===== src/rtl/spi_master_sequencer_pkg.sv =====
// Shared types and constants for the SPI master sequencer.
package spi_pkg;

  localparam int DEFAULT_DATA_WIDTH = 8;

  localparam logic [1:0] RATE_DIV2  = 2'd0;
  localparam logic [1:0] RATE_DIV4  = 2'd1;
  localparam logic [1:0] RATE_DIV8  = 2'd2;
  localparam logic [1:0] RATE_DIV16 = 2'd3;

  typedef enum logic [2:0] {
    IDLE,
    SETUP,
    XFER,
    GAP,
    HOLD
  } state_e;

endpackage


===== src/rtl/spi_master_sequencer_shift_reg.sv =====
// TX/RX shift datapath and bit counter for one SPI word.
// Bit order is latched per word from lsb_first_i.
module spi_shift_reg
  import spi_pkg::*;
#(
  parameter int DATA_WIDTH = DEFAULT_DATA_WIDTH
) (
  input  logic                  clk_i,
  input  logic                  reset_i,
  input  logic                  load_i,
  input  logic                  sample_i,
  input  logic                  shift_i,
  input  logic                  clear_i,
  input  logic                  lsb_first_i,
  input  logic [DATA_WIDTH-1:0] data_i,
  input  logic                  miso_i,
  output logic                  mosi_o,
  output logic [DATA_WIDTH-1:0] rx_o,
  output logic                  done_o
);

  localparam int CNT_W = $clog2(DATA_WIDTH + 1);
  localparam logic [CNT_W-1:0] FULL = CNT_W'(DATA_WIDTH);

  logic [DATA_WIDTH-1:0] tx_q;
  logic [DATA_WIDTH-1:0] rx_q;
  logic [CNT_W-1:0]      bit_cnt_q;
  logic                  mosi_q;
  logic                  lsb_q;

  always_ff @(posedge clk_i) begin
    if (reset_i) begin
      tx_q      <= '0;
      rx_q      <= '0;
      bit_cnt_q <= '0;
      mosi_q    <= 1'b0;
      lsb_q     <= 1'b0;
    end else if (load_i) begin
      tx_q      <= data_i;
      rx_q      <= '0;
      bit_cnt_q <= '0;
      lsb_q     <= lsb_first_i;
      mosi_q    <= lsb_first_i ? data_i[0] : data_i[DATA_WIDTH-1];
    end else begin
      if (sample_i) begin
        rx_q <= lsb_q ? {miso_i, rx_q[DATA_WIDTH-1:1]} : {rx_q[DATA_WIDTH-2:0], miso_i};
        // saturate so the count never wraps on a stray strobe
        if (bit_cnt_q != FULL) bit_cnt_q <= bit_cnt_q + CNT_W'(1);
      end
      if (shift_i) begin
        tx_q   <= lsb_q ? (tx_q >> 1) : (tx_q << 1);
        mosi_q <= lsb_q ? tx_q[1] : tx_q[DATA_WIDTH-2];
      end
      if (clear_i) mosi_q <= 1'b0;
    end
  end

  assign mosi_o = mosi_q;
  assign rx_o   = rx_q;
  assign done_o = (bit_cnt_q == FULL);

endmodule


===== src/rtl/spi_master_sequencer.sv =====
// SPI mode-0 master sequencer around an external clock generator.
// Optional macro SPI_LSB_FIRST_EN adds the i_lsb_first bit-order input.
//
// state | meaning
// IDLE  | cs_n high, ready for the first word of a frame
// SETUP | cs_n low, CS setup countdown, restart then enable generator
// XFER  | generator running, sample on rise, shift on fall
// GAP   | between words of a frame, cs_n held low, ready for next word
// HOLD  | CS hold countdown after the last word, then release cs_n
module spi_master_sequencer
  import spi_pkg::*;
#(
  parameter int DATA_WIDTH = DEFAULT_DATA_WIDTH,
  parameter int CS_SETUP   = 2,
  parameter int CS_HOLD    = 2
) (
  input  logic                  i_clk,
  input  logic                  i_reset,
  input  logic                  i_tx_valid,
  output logic                  o_tx_ready,
  input  logic [DATA_WIDTH-1:0] i_tx_data,
  input  logic                  i_tx_last,
  input  logic [1:0]            i_rate,
`ifdef SPI_LSB_FIRST_EN
  input  logic                  i_lsb_first,
`endif
  output logic                  o_rx_valid,
  output logic [DATA_WIDTH-1:0] o_rx_data,
  output logic                  o_busy,
  output logic                  o_gen_enable,
  output logic [1:0]            o_gen_rate,
  output logic                  o_gen_restart,
  input  logic                  i_gen_rise,
  input  logic                  i_gen_fall,
  output logic                  o_cs_n,
  output logic                  o_mosi,
  input  logic                  i_miso
);

  state_e                state_q;
  logic [3:0]            cnt_q;
  logic                  last_q;
  logic                  tx_ready_q;
  logic                  rx_valid_q;
  logic [DATA_WIDTH-1:0] rx_data_q;
  logic                  busy_q;
  logic                  gen_enable_q;
  logic [1:0]            gen_rate_q;
  logic                  gen_restart_q;
  logic                  cs_n_q;

  logic                  accept;
  logic                  sample;
  logic                  fall_ok;
  logic                  shift;
  logic                  word_done;
  logic                  clear;
  logic                  lsb_first;
  logic                  word_full;
  logic [DATA_WIDTH-1:0] rx_word;

`ifdef SPI_LSB_FIRST_EN
  assign lsb_first = i_lsb_first;
`else
  assign lsb_first = 1'b0;
`endif

  assign accept    = i_tx_valid && tx_ready_q && (state_q == IDLE || state_q == GAP);
  assign sample    = (state_q == XFER) && gen_enable_q && i_gen_rise;
  // a fall coinciding with a rise is dropped
  assign fall_ok   = (state_q == XFER) && gen_enable_q && i_gen_fall && !i_gen_rise;
  assign shift     = fall_ok && !word_full;
  assign word_done = fall_ok && word_full;
  assign clear     = (state_q == HOLD) && (cnt_q == 4'd1);

  spi_shift_reg #(
    .DATA_WIDTH(DATA_WIDTH)
  ) u_shift (
    .clk_i      (i_clk),
    .reset_i    (i_reset),
    .load_i     (accept),
    .sample_i   (sample),
    .shift_i    (shift),
    .clear_i    (clear),
    .lsb_first_i(lsb_first),
    .data_i     (i_tx_data),
    .miso_i     (i_miso),
    .mosi_o     (o_mosi),
    .rx_o       (rx_word),
    .done_o     (word_full)
  );

  always_ff @(posedge i_clk) begin
    if (i_reset) begin
      state_q       <= IDLE;
      cnt_q         <= '0;
      last_q        <= 1'b0;
      tx_ready_q    <= 1'b0;
      rx_valid_q    <= 1'b0;
      rx_data_q     <= '0;
      busy_q        <= 1'b0;
      gen_enable_q  <= 1'b0;
      gen_rate_q    <= RATE_DIV2;
      gen_restart_q <= 1'b0;
      cs_n_q        <= 1'b1;
    end else begin
      gen_restart_q <= 1'b0;
      rx_valid_q    <= 1'b0;
      case (state_q)
        IDLE: begin
          tx_ready_q <= 1'b1;
          cs_n_q     <= 1'b1;
          busy_q     <= 1'b0;
          if (accept) begin
            last_q     <= i_tx_last;
            gen_rate_q <= i_rate;
            tx_ready_q <= 1'b0;
            cs_n_q     <= 1'b0;
            busy_q     <= 1'b1;
            cnt_q      <= 4'(CS_SETUP);
            state_q    <= SETUP;
          end
        end
        SETUP: begin
          if (cnt_q == 4'd0) begin
            gen_enable_q <= 1'b1;
            state_q      <= XFER;
          end else begin
            cnt_q <= cnt_q - 4'd1;
            if (cnt_q == 4'd1) gen_restart_q <= 1'b1;
          end
        end
        XFER: begin
          // entered from GAP with the generator stopped: restart was issued last cycle
          if (!gen_enable_q) begin
            gen_enable_q <= 1'b1;
          end else if (word_done) begin
            gen_enable_q <= 1'b0;
            rx_valid_q   <= 1'b1;
            rx_data_q    <= rx_word;
            if (last_q) begin
              cnt_q   <= 4'(CS_HOLD);
              state_q <= HOLD;
            end else begin
              tx_ready_q <= 1'b1;
              state_q    <= GAP;
            end
          end
        end
        GAP: begin
          if (accept) begin
            last_q        <= i_tx_last;
            tx_ready_q    <= 1'b0;
            gen_restart_q <= 1'b1;
            state_q       <= XFER;
          end
        end
        HOLD: begin
          if (cnt_q == 4'd1) begin
            cs_n_q     <= 1'b1;
            busy_q     <= 1'b0;
            tx_ready_q <= 1'b1;
            state_q    <= IDLE;
          end else begin
            cnt_q <= cnt_q - 4'd1;
          end
        end
        default: state_q <= IDLE;
      endcase
    end
  end

  assign o_tx_ready    = tx_ready_q;
  assign o_rx_valid    = rx_valid_q;
  assign o_rx_data     = rx_data_q;
  assign o_busy        = busy_q;
  assign o_gen_enable  = gen_enable_q;
  assign o_gen_rate    = gen_rate_q;
  assign o_gen_restart = gen_restart_q;
  assign o_cs_n        = cs_n_q;

endmodule


===== config.mk =====
export PLATFORM = sky130hd
export DESIGN_NAME = spi_master_sequencer
export DESIGN_NICKNAME = d
export VERILOG_FILES = /design/src/rtl/spi_master_sequencer_pkg.sv /design/src/rtl/spi_master_sequencer_shift_reg.sv /design/src/rtl/spi_master_sequencer.sv
export SDC_FILE = /design/constraint.sdc
export NUM_CORES = 1
export LEC_CHECK = 0
export ABC_CLOCK_PERIOD_IN_PS = 4800
export CAP_MARGIN = 25
export CORE_MARGIN = 2
export CORE_UTILIZATION = 35
export DETAILED_ROUTE_END_ITERATION = 12
export PLACE_DENSITY = 0.64
export RECOVER_POWER = 100
export SYNTH_ARGS = -nofsm -noshare
export SYNTH_HDL_FRONTEND = slang
export SYNTH_HIERARCHICAL = 1
export SYNTH_SLANG_ARGS = --single-unit
export TNS_END_PERCENT = 30

===== constraint.sdc =====
create_clock -name i_clk -period 4.8 [get_ports i_clk]
set_input_delay 0.96 -clock i_clk [delete_from_list [all_inputs] [get_ports i_clk]]
set_output_delay 0.96 -clock i_clk [all_outputs]
set_load 0.1 [all_outputs]

==> reports/qor.txt <==
status -> finished clean
drc violations -> 0
data arrival time at the worst-slack endpoint -> 3350 ps
time the final worst path needs with I/O delays and setup -> 3167 ps
Hold Path Origin -> u_shift/bit_cnt_q[2]
fraction of layout cells with a size suffix above 1 -> 6.360%
total length of routed met2 wires -> 2255 um
vias -> 1914
Worst-Margin Slew -> 1281 ps
data required time at the worst endpoint -> 4990 ps
WHS -> 482.7 ps
crit end category -> flop
path type of the worst setup path -> input pin to flop
register bit total from synthesis -> 46
pwr/cell area -> 354.1 nW/um^2
max-slew violation total from the final report -> 0
async set-or-reset flop fraction in the synthesized netlist -> 0%
Static Leak -> 0.0009549 uW
number of H-tree levels -> 2
first-pass GRT wire length -> 8480 um
maximum buffer depth of the clock tree -> 2
slack of the worst reg-to-reg path -> 2530 ps
sum of met3 wire segment lengths after detailed routing -> 228 um
setup tns final -> 0 ps
final clock period utilization by the worst path -> 65.99%
Layout area overhead -> 20.24%
total count of hold-check failures in the final report -> 0
via density per instance -> 5.317
slowest stage cell on the critical path -> clkbuf_1
total design power -> 963.1 uW
final weighted congestion in routability-driven placement -> 0.8192
Storage cell area -> 920.9 sq um
classification of the worst-slack hold path -> flop to flop
area of combinational cells with multiple inputs -> 1195 sq um
reg-to-reg critical path startpoint -> u_shift/bit_cnt_q[0]
number of global-route vias before repair -> 1705
count of buffers added by post-CTS timing repair for setup -> 0
maximum number of pins on one net before global-route repair -> 30
number of nets in the layout -> 304
synthesized area per cell -> 8.871 sq um
Root Buffer Master -> clkbuf_8
Syn Std Cell Area -> 2262 sq um
unrepaired setup endpoints after global routing -> no
synthesized instance count -> 255
largest stage delay on the critical path -> 940 ps
initial antenna violation count -> 0
count of pins on the block boundary -> 34
Detail Route Antenna Nets -> 0
routed length per placed instance -> 13.71 um
die boundary width -> 84.40 um
count of inserted antenna diode cells -> 0
global-route congestion overflow total -> 0
final worst clock skew -> 7.051 ps
number of warnings printed during yosys synthesis -> 6
Worst setup SP type -> input pin
TritonCTS clock tree -> built
Setup crit start -> i_reset
cts-stage hold buffer count -> 0
height of the die -> 84.40 um
Crit path max-delay family -> buffers and inverters
top_reg_cell synth -> dfxtp_1
number of different library cells in the post-synthesis netlist -> 43
max_cap viols -> 0
Filler Cells Inserted -> 633
port bufs -> 33
top layer used by detailed routing -> met4
cell chain of the critical path -> dlygate4sd3_1 -> clkbuf_1 -> or2_0 -> a2111o_1 -> o21ai_0
PostCTS Resize Cnt -> 0
Critical path buffers and inverters -> 2
share of the yosys chip area belonging to registers -> 40.71%
row count -> 29
relative slew slack -> 14.60%
Num CTS Buffers -> 5
clock insertion delay at the later pin of the skew report -> 300 ps
peak supply drop -> 195.0 uV
area of the core region -> 6314 sq um
initial standard-cell utilization of the core -> 35.83%
global router's overall resource usage -> 14.40%
final number of setup-violating endpoints -> 0
Max Freq -> 0.3157 GHz
maximum fanout along the worst path -> 29
count of TritonRoute iterations in the first routing pass -> 4
number of enable flip-flop cells after synthesis -> 0
half-perimeter wire length of the detailed placement result -> 3316 um
number of DRC markers after the initial detailed-route iteration -> 69
clock net sink count -> 46
final wirelength -> 4936 um
floorplan die area -> 7123 sq um
Routed met1 length -> 2397 um
clock input transition at the sequential cells of the worst setup and hold paths -> 90 ps
## worst register-to-register path, cell delays in order (launching register included)
cell      delay (ps)
dfxtp_1          350
inv_1             80
ha_1             160
nand3b_2         100
inv_1            170
nand4b_1         210
nor3_1           900
a22o_1           250
## per-stage QoR
stage          setup slack, ps  instance area (sq um)  utilization, %  cells
2_1_floorplan             2394                   2266               -    256
3_3_place_gp              1938                   2623           41.54    352
3_5_place_dp              1904                   2623           41.54    352
4_1_cts                   1930                   2733           43.28    360
5_1_grt                   1453                   2720           43.08    360
6_report                  1633                   2720           43.08    360
## cell usage in the layout (no fill, tap or decap), types with 8 or more instances in the layout
| cell | count |
|---|---|
| clkdlybuf4s50_1 | 14 |
| a22o_1 | 8 |
| dfxtp_1 | 46 |
| a21oi_1 | 18 |
| o21ai_0 | 11 |
| inv_1 | 10 |
| nor2_1 | 26 |
| nand2_1 | 18 |
| dlygate4sd3_1 | 19 |
| a211oi_1 | 9 |
| mux2i_1 | 20 |
## kinds of logic (layout without fill, tap and decap cells)
kind of cell	count (synthesis)	in the layout	share of synthesized area (%)
adder cells (fa/ha/maj)	5	5	2.765
other	1	2	0.1658
flip-flops	46	46	40.71
buffers and inverters	29	56	6.748
AND/OR/NAND/NOR	87	87	20.24
XOR/XNOR	3	3	1.162
multiplexers	20	20	8.849
AO/OA/AOI/OAI	64	64	19.36
## layer usage
metal	vias to the layer above	GRT usage, %
met4	0	4.618
li1	969	-
met1	888	20.47
met2	49	21.93
met3	8	2.950
met5	-	0
## state kept, by name, indices dropped and copies added, names as in the netlist, 2 cells and up
register           flops
o_rx_data              8
o_gen_rate             2
u_shift/bit_cnt_q      4
u_shift/rx_o           8
cnt_q                  4
state_q                3
u_shift/tx_q           8
## where the power goes
| part | internal (uW) | leakage [uW] | switching (uW) |
|---|---|---|---|
| clock | 155 | 0.0000514 | 131 |
| combinational | 84.2 | 0.000531 | 149 |
| sequential | 406 | 0.000373 | 36.7 |
## synthesized netlist by cell type (all sizes together), types with 2 or more instances
| cell type | n | area [sq um] |
|---|---|---|
| nand3 | 7 | 35.03 |
| a31oi | 2 | 12.51 |
| a211o | 6 | 52.55 |
| a221oi | 2 | 17.52 |
| nor2b | 3 | 18.77 |
| a211oi | 9 | 67.56 |
| nor2 | 26 | 97.59 |
| a21oi | 19 | 98.85 |
| nand4 | 3 | 18.77 |
| inv | 11 | 41.29 |
| nand4b | 2 | 17.52 |
| xor2 | 3 | 26.28 |
| nand2 | 18 | 67.56 |
| o21ai | 12 | 67.57 |
| o21a | 2 | 15.01 |
| mux2i | 20 | 200.2 |
| buf | 10 | 81.32 |
| clkbuf | 8 | 30.03 |
| dfxtp | 46 | 920.9 |
| nor3 | 7 | 40.04 |
| nand2b | 3 | 18.77 |
| ha | 5 | 62.56 |
| a22o | 8 | 70.07 |
| or4b | 2 | 23.77 |
| nor4 | 4 | 25.02 |
| nand3b | 7 | 56.30 |
## cell type report
type / count / share of cell area (%)
Timing Repair Buffer: 37 / 13.11
Sequential cell: 46 / 33.85
Tap cell: 77 / 3.542
Inverter: 11 / 1.518
Clock buffer: 6 / 2.668
Clock inverter: 2 / 1.380
Multi-Input combinational cell: 181 / 43.93
## path summary, 6_finish.rpt
check	to	cells past startpoint
max	u_shift/mosi_o	5
min	u_shift/bit_cnt_q[2]	2
max reg2reg	o_rx_data[2]	7
min reg2reg	u_shift/bit_cnt_q[2]	2
(Power assumes the default switching activity.)
